<file path="src/rtl/hrv_pkg.sv">
// Shared types and constants for the HRV front-end sequencer.
package hrv_pkg;

  localparam int unsigned WINDOW = 8;
  localparam int unsigned RR_W   = 8;
  localparam int unsigned RR_SAT = 255;

  typedef logic [RR_W-1:0] rr_t;

  typedef enum logic [2:0] {
    ST_IDLE,
    ST_CLEAR,
    ST_KICK,
    ST_STREAM,
    ST_WAIT,
    ST_REPORT
  } seq_state_t;

endpackage

</file>
<file path="src/rtl/hrv_rr_fifo.sv">
// Circular buffer holding accepted RR intervals until a full window is ready.
module hrv_rr_fifo
  import hrv_pkg::*;
#(
  parameter int unsigned DEPTH = 16
) (
  input  logic                   clk,
  input  logic                   rst,
  input  logic                   push,
  input  logic                   pop,
  input  rr_t                    wr_data,
  output rr_t                    rd_data_c,
  output logic [$clog2(DEPTH):0] count,
  output logic                   full_c,
  output logic                   empty_c
);

  localparam int unsigned AW = $clog2(DEPTH);
  localparam int unsigned CW = AW + 1;

  rr_t           mem [DEPTH];
  logic [AW-1:0] wr_ptr;
  logic [AW-1:0] rd_ptr;
  logic          do_push;
  logic          do_pop;

  assign full_c    = (count == CW'(DEPTH));
  assign empty_c   = (count == '0);
  assign do_pop    = pop && !empty_c;
  // A simultaneous pop frees a slot, so a push alongside it is kept even when full.
  assign do_push   = push && (!full_c || do_pop);
  assign rd_data_c = mem[rd_ptr];

  // Pointer and occupancy bookkeeping.
  always_ff @(posedge clk or posedge rst) begin
    if (rst) begin
      wr_ptr <= '0;
      rd_ptr <= '0;
      count  <= '0;
    end else begin
      if (do_push) wr_ptr <= wr_ptr + AW'(1);
      if (do_pop)  rd_ptr <= rd_ptr + AW'(1);
      case ({do_push, do_pop})
        2'b10:   count <= count + CW'(1);
        2'b01:   count <= count - CW'(1);
        default: count <= count;
      endcase
    end
  end

  // Storage array; contents are don't-care until written.
  always_ff @(posedge clk) begin
    if (do_push) mem[wr_ptr] <= wr_data;
  end

endmodule

</file>
<file path="src/rtl/hrv_window_sequencer.sv">
// Times RR intervals, buffers accepted ones and drives the RMSSD engine one window at a time.
module hrv_window_sequencer
  import hrv_pkg::*;
#(
  parameter int unsigned DEPTH   = 16,
  parameter int unsigned MIN_RR  = 20,
  parameter int unsigned TIMEOUT = 8
) (
  input  logic            clk,
  input  logic            rst,
  input  logic            tick,
  input  logic            beat,
  output logic            eng_rst_n,
  output logic            eng_valid,
  output logic [RR_W-1:0] eng_rr,
  input  logic            eng_done,
  input  logic [RR_W-1:0] eng_rmssd,
  output logic [RR_W-1:0] rmssd,
  output logic            result_valid,
  output logic [7:0]      rej_count,
  output logic            err_overflow,
  output logic            err_timeout
);

  localparam int unsigned CW = $clog2(DEPTH) + 1;
  localparam int unsigned TW = $clog2(TIMEOUT + 1);
  localparam int unsigned SW = $clog2(WINDOW);

  seq_state_t      state;
  logic [RR_W-1:0] tick_cnt;
  logic [RR_W-1:0] interval_c;
  logic            armed;
  logic            reject_c;
  logic            push_c;
  logic            pop_c;
  logic            full_c;
  logic            empty_c;
  rr_t             head_c;
  logic [CW-1:0]   count;
  logic [SW-1:0]   stream_idx;
  logic [TW-1:0]   wait_cnt;

  // Tick in the same cycle as a beat is counted before the beat samples the counter.
  always_comb begin
    interval_c = tick_cnt;
    if (tick && (tick_cnt != RR_W'(RR_SAT))) interval_c = tick_cnt + RR_W'(1);
  end

  assign reject_c = (interval_c < RR_W'(MIN_RR)) || (interval_c == RR_W'(RR_SAT));
  assign push_c   = beat && armed && !reject_c;
  // Pop in KICK and in the first seven STREAM cycles so each STREAM cycle shows a fresh entry.
  assign pop_c    = !empty_c && ((state == ST_KICK) ||
                    ((state == ST_STREAM) && (stream_idx != SW'(WINDOW - 1))));

  hrv_rr_fifo #(.DEPTH(DEPTH)) u_fifo (
    .clk       (clk),
    .rst       (rst),
    .push      (push_c),
    .pop       (pop_c),
    .wr_data   (interval_c),
    .rd_data_c (head_c),
    .count     (count),
    .full_c    (full_c),
    .empty_c   (empty_c)
  );

  // Interval timer, rejection counter and overflow flag; runs in every FSM state.
  always_ff @(posedge clk or posedge rst) begin
    if (rst) begin
      tick_cnt     <= '0;
      armed        <= 1'b0;
      rej_count    <= '0;
      err_overflow <= 1'b0;
    end else begin
      tick_cnt <= beat ? '0 : interval_c;
      if (beat) armed <= 1'b1;
      if (beat && armed && reject_c && (rej_count != 8'd255)) rej_count <= rej_count + 8'd1;
      if (push_c && full_c && !pop_c) err_overflow <= 1'b1;
    end
  end

  // Window sequencer with registered engine controls and result publishing.
  always_ff @(posedge clk or posedge rst) begin
    if (rst) begin
      state        <= ST_IDLE;
      eng_rst_n    <= 1'b0;
      eng_valid    <= 1'b0;
      eng_rr       <= '0;
      rmssd        <= '0;
      result_valid <= 1'b0;
      err_timeout  <= 1'b0;
      stream_idx   <= '0;
      wait_cnt     <= '0;
    end else begin
      eng_rst_n    <= 1'b1;
      eng_valid    <= 1'b0;
      result_valid <= 1'b0;
      if (pop_c) eng_rr <= head_c;
      case (state)
        ST_IDLE: begin
          if (count >= CW'(WINDOW)) begin
            state     <= ST_CLEAR;
            eng_rst_n <= 1'b0;
          end
        end
        ST_CLEAR: begin
          state     <= ST_KICK;
          eng_valid <= 1'b1;
        end
        ST_KICK: begin
          state      <= ST_STREAM;
          stream_idx <= '0;
        end
        ST_STREAM: begin
          if (stream_idx == SW'(WINDOW - 1)) begin
            state    <= ST_WAIT;
            wait_cnt <= '0;
          end else begin
            stream_idx <= stream_idx + SW'(1);
          end
        end
        ST_WAIT: begin
          if (eng_done) begin
            state        <= ST_REPORT;
            rmssd        <= eng_rmssd;
            result_valid <= 1'b1;
          end else if (wait_cnt == TW'(TIMEOUT - 1)) begin
            state       <= ST_IDLE;
            err_timeout <= 1'b1;
          end else begin
            wait_cnt <= wait_cnt + TW'(1);
          end
        end
        ST_REPORT: state <= ST_IDLE;
        default:   state <= ST_IDLE;
      endcase
    end
  end

endmodule

</file>
<file path="config.mk">
export PLATFORM = sky130hd
export DESIGN_NAME = hrv_window_sequencer
export DESIGN_NICKNAME = d
export VERILOG_FILES = /design/src/rtl/hrv_pkg.sv /design/src/rtl/hrv_rr_fifo.sv /design/src/rtl/hrv_window_sequencer.sv
export SDC_FILE = /design/constraint.sdc
export NUM_CORES = 1
export LEC_CHECK = 0
export ABC_AREA = 1
export BUFFER_PORTS_ARGS = -buffer_cell sky130_fd_sc_hd__buf_2
export CAP_MARGIN = 0
export CORE_MARGIN = 8
export CORE_UTILIZATION = 35
export CTS_CLUSTER_SIZE = 40
export DETAILED_ROUTE_END_ITERATION = 10
export HOLD_SLACK_MARGIN = 0.15
export PLACE_DENSITY = 0.6
export SLEW_MARGIN = 25
export SYNTH_ARGS = -nofsm -noshare
export SYNTH_HDL_FRONTEND = slang
export SYNTH_HIERARCHICAL = 1
export SYNTH_SLANG_ARGS = --single-unit
</file>
<file path="constraint.sdc">
create_clock -name clk -period 5.8 [get_ports clk]
set_clock_uncertainty 0.1 [all_clocks]
set_input_delay 0.29 -clock clk [delete_from_list [all_inputs] [get_ports clk]]
set_output_delay 0.29 -clock clk [all_outputs]
set_load 0.01 [all_outputs]
</file>
-- Word-level counts from Yosys, hierarchy flattened
Memory sizes are Yosys's and may differ from the RTL's. A register that Yosys moved wholly into a read port is not among the register bits.
Cells that the tools add are included.
- register bits: 53
- bits in latches: 0
- memory bits (writable): 128
- bits in read-only memories: 0
- input port bits: 13
- output and inout bits: 29
- memories kept: 1
- add/sub/neg operators: 8
- $mul: 0
- div/mod/pow operators: 0
- magnitude comparators: 2
- equality and inequality tests: 19
- shift operators: 0
- muxes and demuxes: 21
- bitwise logic cells: 1
- reduce and logical (&&, ||, !) cells: 28
- memory list (memory ; depth ; bits a word ; read ports ; clocked after Yosys merged registers in ; write ports ; line ; source):
    u_fifo.mem ; 16 ; 8 ; 1 ; 1 ; 1 ; hrv_rr_fifo.sv:21 ; rr_t mem [DEPTH];
- operators with widths (kind ; count):
    8-bit by 1-bit adder with 8-bit output (second input constant) ; 2
    8-bit two-way mux ; 2
    8-bit inequality test (second input constant) ; 2
    3-bit two-way mux ; 5
    3-bit case mux with 5 select lines ; 1
    4-bit by 1-bit adder with 4-bit output (second input constant) ; 3
    4-bit two-way mux ; 3
    1-bit logical AND ; 11
    5-bit case mux with 2 select lines ; 1
    8-bit == test (second input constant) ; 1
    8-bit by 5-bit < comparator with 1-bit output (second input constant) ; 1
    2-bit inequality test (second input constant) ; 4
    4-bit case mux with 2 select lines ; 1
    1-bit two-way mux ; 7
    3-bit by 2-bit == test with 1-bit output (second input constant) ; 2
    3-bit == test (second input constant) ; 2
    3-bit inequality test (second input constant) ; 2
    3-bit case mux with 2 select lines ; 1
    3-bit AND reduction ; 2
    2-bit nonzero test ; 3
    5-bit by 1-bit adder with 5-bit output (second input constant) ; 1
    5-bit == test (second input constant) ; 1
    5-bit by 4-bit >= comparator with 1-bit output (second input constant) ; 1
    5-bit zero test ; 1
    other kinds (13) ; 19

-- Depth between registers and ports, before layout
- word-level depth: 10
- depth in mapped cells: 24
- mapped depth without buffers: 24

-- Modules after synthesis
Netlist, hierarchy kept.
- by module, submodules not included (module ; instances ; cells each ; area each (µm²) ; seq. area each (µm²)):
    hrv_rr_fifo ; 1 ; 510 ; 6083.3 ; 4169.0
    hrv_window_sequencer ; 1 ; 299 ; 2477.4 ; 1201.2

-- Least setup slack after synthesis
No wires, ideal clock.
- kind: reg-to-reg
- start: register tick_cnt[0]
- end: register u_fifo.count[4]
- library setup time: 113 ps
- arrival time: 2915 ps
- data required time: 5587 ps
- path slack: 2672 ps
- stages on the path, launching flop included: 22
- path buffers: 0
- period minus slack after synthesis: 3128 ps
- cells stage by stage: dfrtp_1 > ha_1 > nand3_1 > nor2_1 > nand3_1 > nand2_1 > nand2_1 > nand2_1 > nor2_4 > nand2_2 > nand2_4 > nor2_1 > inv_1 > nand2_4 > inv_1 > ha_1 > a21oi_1 > nand3_1 > nand2_1 > nand3_1 > nand2_1 > inv_1
- longest elaborated chain between the ends: 10
- elaborated cells on any way between the ends: 14
- those cells by class: add/sub (1); order compare (1); eq/ne (4); mux (2); reduce/logical (6)
- ends and longest elaborated chain (item ; line ; source):
    from (decl) ; hrv_window_sequencer.sv:30 ; logic [RR_W-1:0] tick_cnt;
    from (signal assigned) ; hrv_window_sequencer.sv:75 ; tick_cnt <= beat ? '0 : interval_c;
    branches (longest 2 deep; another with 8-bit by 1-bit adder with 8-bit output) ; -- ;
    8-bit two-way mux (*) ; hrv_window_sequencer.sv:46 ; if (tick && (tick_cnt != RR_W'(RR_SAT))) interval_c = tick_cnt + RR_W'(1);
    net interval_c[6] ; hrv_window_sequencer.sv:31 ; logic [RR_W-1:0] interval_c;
    8-bit by 5-bit < comparator with 1-bit output or 8-bit == test (tied branches) ; hrv_window_sequencer.sv:49 ; assign reject_c = (interval_c < RR_W'(MIN_RR)) || (interval_c == RR_W'(RR_SAT));
    1-bit logical OR (*) ; hrv_window_sequencer.sv:49 ;
    1-bit zero test (*) ; hrv_window_sequencer.sv:50 ; assign push_c = beat && armed && !reject_c;
    1-bit logical AND (*) ; hrv_window_sequencer.sv:50 ;
    net push_c ; hrv_window_sequencer.sv:34 ; logic push_c;
    1-bit logical AND (*) ; hrv_rr_fifo.sv:31 ; assign do_push = push && (!full_c || do_pop);
    2-bit by 1-bit == test with 1-bit output or 2-bit == test (tied branches) ; hrv_rr_fifo.sv:43 ; case ({do_push, do_pop})
    5-bit case mux with 2 select lines or 2-bit nonzero test (tied branches) ; -- ;
    to (signal assigned) ; hrv_rr_fifo.sv:44 ; 2'b10: count <= count + CW'(1);
    to (signal assigned) ; hrv_rr_fifo.sv:45 ; 2'b01: count <= count - CW'(1);
    to (signal assigned) ; hrv_rr_fifo.sv:46 ; default: count <= count;
    to (decl) ; hrv_rr_fifo.sv:13 ; output logic [$clog2(DEPTH):0] count,
Mark *: on every way through the listed nets, which the timed path passes.
A chain may end at the register's enable or synchronous reset.

-- Worst setup path after layout
- start: register tick_cnt[0]
- end: memory u_fifo/mem[4][1] in the netlist's numbering, enable pin
- longest elaborated chain between the ends: 10
- elaborated cells on any way between the ends: 12
- those cells by class: add/sub (1); order compare (1); eq/ne (2); mux (3); reduce/logical (5)
- ends and longest elaborated chain (item ; line ; source):
    branches (longest 2 deep; another with 8-bit by 1-bit adder with 8-bit output) ; -- ;
    8-bit two-way mux (*) ; hrv_window_sequencer.sv:46 ;
    net interval_c[4] ; hrv_window_sequencer.sv:31 ;
    8-bit by 5-bit < comparator with 1-bit output or 8-bit == test (tied branches) ; hrv_window_sequencer.sv:49 ;
    1-bit logical OR (*) ; hrv_window_sequencer.sv:49 ;
    1-bit zero test (*) ; hrv_window_sequencer.sv:50 ;
    1-bit logical AND (*) ; hrv_window_sequencer.sv:50 ;
    net push_c ; hrv_window_sequencer.sv:34 ;
    1-bit logical AND (*) ; hrv_rr_fifo.sv:31 ;
    1-bit two-way mux (*) ; hrv_rr_fifo.sv:53 ; if (do_push) mem[wr_ptr] <= wr_data;
    1-bit two-way mux (not written as such) (*) ; hrv_rr_fifo.sv:53 ;
    to (decl) ; hrv_rr_fifo.sv:21 ;
Marks and branches as above.

==> impl_metrics.toml <==
[outcome]
outcome = "finished, final reports clean"

[cells_and_area]
layout.nets = 880
fillers = 2326
instances_no_fill = 1190
area_growth_pct = 14.1
drive_gt1_share_pct = 14.1
diodes = 0
post-route-util_pct = 40.4

[global_route]
grt.total_usage_pct = 13.0
antenna_found_initial = 0
grt_pass1_vias = 5515
grt_start_max_net_pins = 85
gr-total-overflow = 0
grt_first_pass_wirelength_um = 29800

[worst_setup_path]
reg2reg_depth = 15
cp.required_ps = 5750
rr_startpoint = "tick_cnt[0]"
start_kind = "flop"
crit_top_cell = "nand2_1"
path_cells = "ha_1, nand2_4, nor2_4, nand3_1, nand2_1, nand2_1, nand3_1, nor2_4, nand2_2, nand2_4, nor2_1, o21ai_4, inv_4, nand2_1, nor2_1"
cp_data_arrival_time_ps = 3760
path_class = "reg -> reg"
r2r_end = "u_fifo/mem[4][1]"
ff2ff_setup_slack_ps = 1990
cp_slowest_cell = "nor2_1"
critPathCaptureType = "flop"
max_stage_delay_ps = 640
worst-path-max-fanout = 18

[detailed_routing]
vias_per_cell = 4.74
wl_per_cell_um = 15.4
drtAntennaViolNets = 0
via_count = 5638
wl_um = 18300
drtPass1Iterations = 5
drc = 0
drtIter0Drc = 399

[synthesis]
syn_inst = 809
avgSynthCellArea_um2 = 10.6
synth_top_area_cell = "edfxtp_1"
ys_seq_area_share_pct = 62.7
synth_area_leaders = "edfxtp_1 45%, dfrtp_1 18%, nand2_1 7.1%"
synthesis.nets = 836
synth_area_mm2 = 0.00856
synth_seq_cells = 189
yosysWarningCount = 6
synth.distinct_cells = 41
synth_top_area_share_pct = 44.9

[floorplan]
die-area_mm2 = 0.0297
num_rows = 57
start_util_pct = 35.4
io_pins = 42
fp.dieW_um = 172
die_h_um = 172
core_mm2 = 0.0242

[clock_network]
cts_made_buffers = 17
insertion_delay_ps = 430
h-tree-depth = 4
postCtsHoldBufs = 11
cts_root_buf = "clkbuf_16"
cts.repair.resized = 0
numClockSinks = 189
cts_tree = "done"
clk_pin_slew_worst_paths_ps = 70
postCtsSetupBuffers = 0
cts_max_path_buffers = 2

[sta]
max_freq_mhz = 263
relSlewSlack_pct = 45.7
worst_pin_slew_ps = 811
hold_ws_ps = 191
rsz0062_at_grt = "false"
finalSetupViolations = 0
fin_tns_setup_ps = 0
fin_crit_sh_pct = 65.7
final_hold_viol_count = 0
drv_slew = 0
min_period_ps = 3810

[power]
cellLeakagePower_nw = 4.16
power_density_mw_per_mm2 = 461
power_mw = 4.50
vdd_drop_max_uv = 212

[hold_path]
min-delay-start = "tick"
whs_path_depth = 3
hold_path_end = "tick_cnt[4]"
hold_path.class = "in -> reg"

[placement]
dp.cells = 1147
routabilityCongestion = 0.790
dp_hpwl_um = 11900
portBuffers = 41

[flow_run]
drv_cap = 0
-- state kept, by name, summed over array words and instances, names as in the netlist --
signal / flops
u_fifo/count: 5
stream_idx: 3
eng_rst_n: 1
u_fifo/rd_ptr: 4
rmssd: 8
result_valid: 1
armed: 1
eng_rr: 8
rej_count: 8
err_timeout: 1
wait_cnt: 4
u_fifo/wr_ptr: 4
tick_cnt: 8
state: 3
eng_valid: 1
u_fifo/mem: 128
err_overflow: 1
-- worst max path at each step --
stage	startpoint	end
floorplan	tick_cnt[0]	u_fifo/count[4]
global placement	tick_cnt[1]	u_fifo/mem[5][0]
detailed placement	tick_cnt[1]	u_fifo/mem[5][4]
CTS	tick_cnt[0]	u_fifo/mem[5][7]
global route	tick_cnt[0]	u_fifo/count[4]
finish	tick_cnt[0]	u_fifo/mem[4][1]
-- synth_stat cells, drive strengths merged --
cell    number
nand2      185
nand3       80
nand3b       1
buf         23
mux2         1
a22o         2
nand4        6
a21oi       46
clkbuf       6
edfxtp     128
ha          13
dfrtp       61
a41oi        1
xnor2        4
o211ai      32
o21a         2
inv        106
fa           1
nor2        48
a31o         1
a21boi       1
or2          1
o21ai       41
xor2        13
nor3         3
clkinv       3
-- layout make-up --
cell class | instances | area [um^2] | share of cell area, %
Multi-Input combinational cell | 482 | 2630 | 26.9
Clock inverter | 15 | 190 | 1.95
Inverter | 109 | 417 | 4.27
Clock buffer | 17 | 425 | 4.36
Sequential cell | 189 | 5380 | 55.0
Timing Repair Buffer | 54 | 330 | 3.38
Tap cell | 324 | 405 | 4.15
-- placed cells by master (no fill, tap or decap), drive strengths merged, types with 6 or more instances in the layout --
cell type	Yosys	layout
o211ai	32	32
nor2	48	48
dlygate4sd3	0	11
clkinv	3	9
inv	106	110
xor2	13	13
dfrtp	61	61
o21ai	41	41
clkbuf	6	17
a21oi	46	46
nand4	6	6
ha	13	13
edfxtp	128	128
nand2	185	185
nand3	80	80
buf	23	43
-- report_power, final --
group / internal, mW / switching (mW)
Combinational: 0.496 / 0.926
Sequential: 1.64 / 0.224
Clock: 0.721 / 0.493
Total: 2.86 / 1.64
-- critical path: cells and delay by family (launching register included) --
kind	cells	cell delay, ps
buf+inv	1	120
flops	1	410
simple gates	12	2380
compound gates	1	130
fa+ha+maj	1	290
-- stage by stage --
step | instance area, um^2 | setup WS (ps)
6_report | 9770 | 1990
5_1_grt | 9770 | 1570
4_1_cts | 9770 | 1920
3_5_place_dp | 9040 | 1960
3_3_place_gp | 9040 | 2030
2_1_floorplan | 8560 | 2670
-- cells by family after synthesis --
family | synth area share (%)
simple gates | 17.7
flops | 62.7
buf+inv | 6.61
compound gates | 8.87
xor+xnor | 1.83
fa+ha+maj | 2.13
mux | 0.132
-- routing by layer --
| metal | part of all wire (%) | vias up | track usage [%] |
|---|---|---|---|
| met2 | 49 | 86 | 21.3 |
| li1 | - | 2810 | - |
| met1 | 47 | 2722 | 16.9 |
| met4 | 2.1 | 0 | 5.55 |
| met5 | 0 | - | 0 |
| met3 | 2.2 | 20 | 1.94 |
Note: power is estimated with default switching activity, not from simulation.
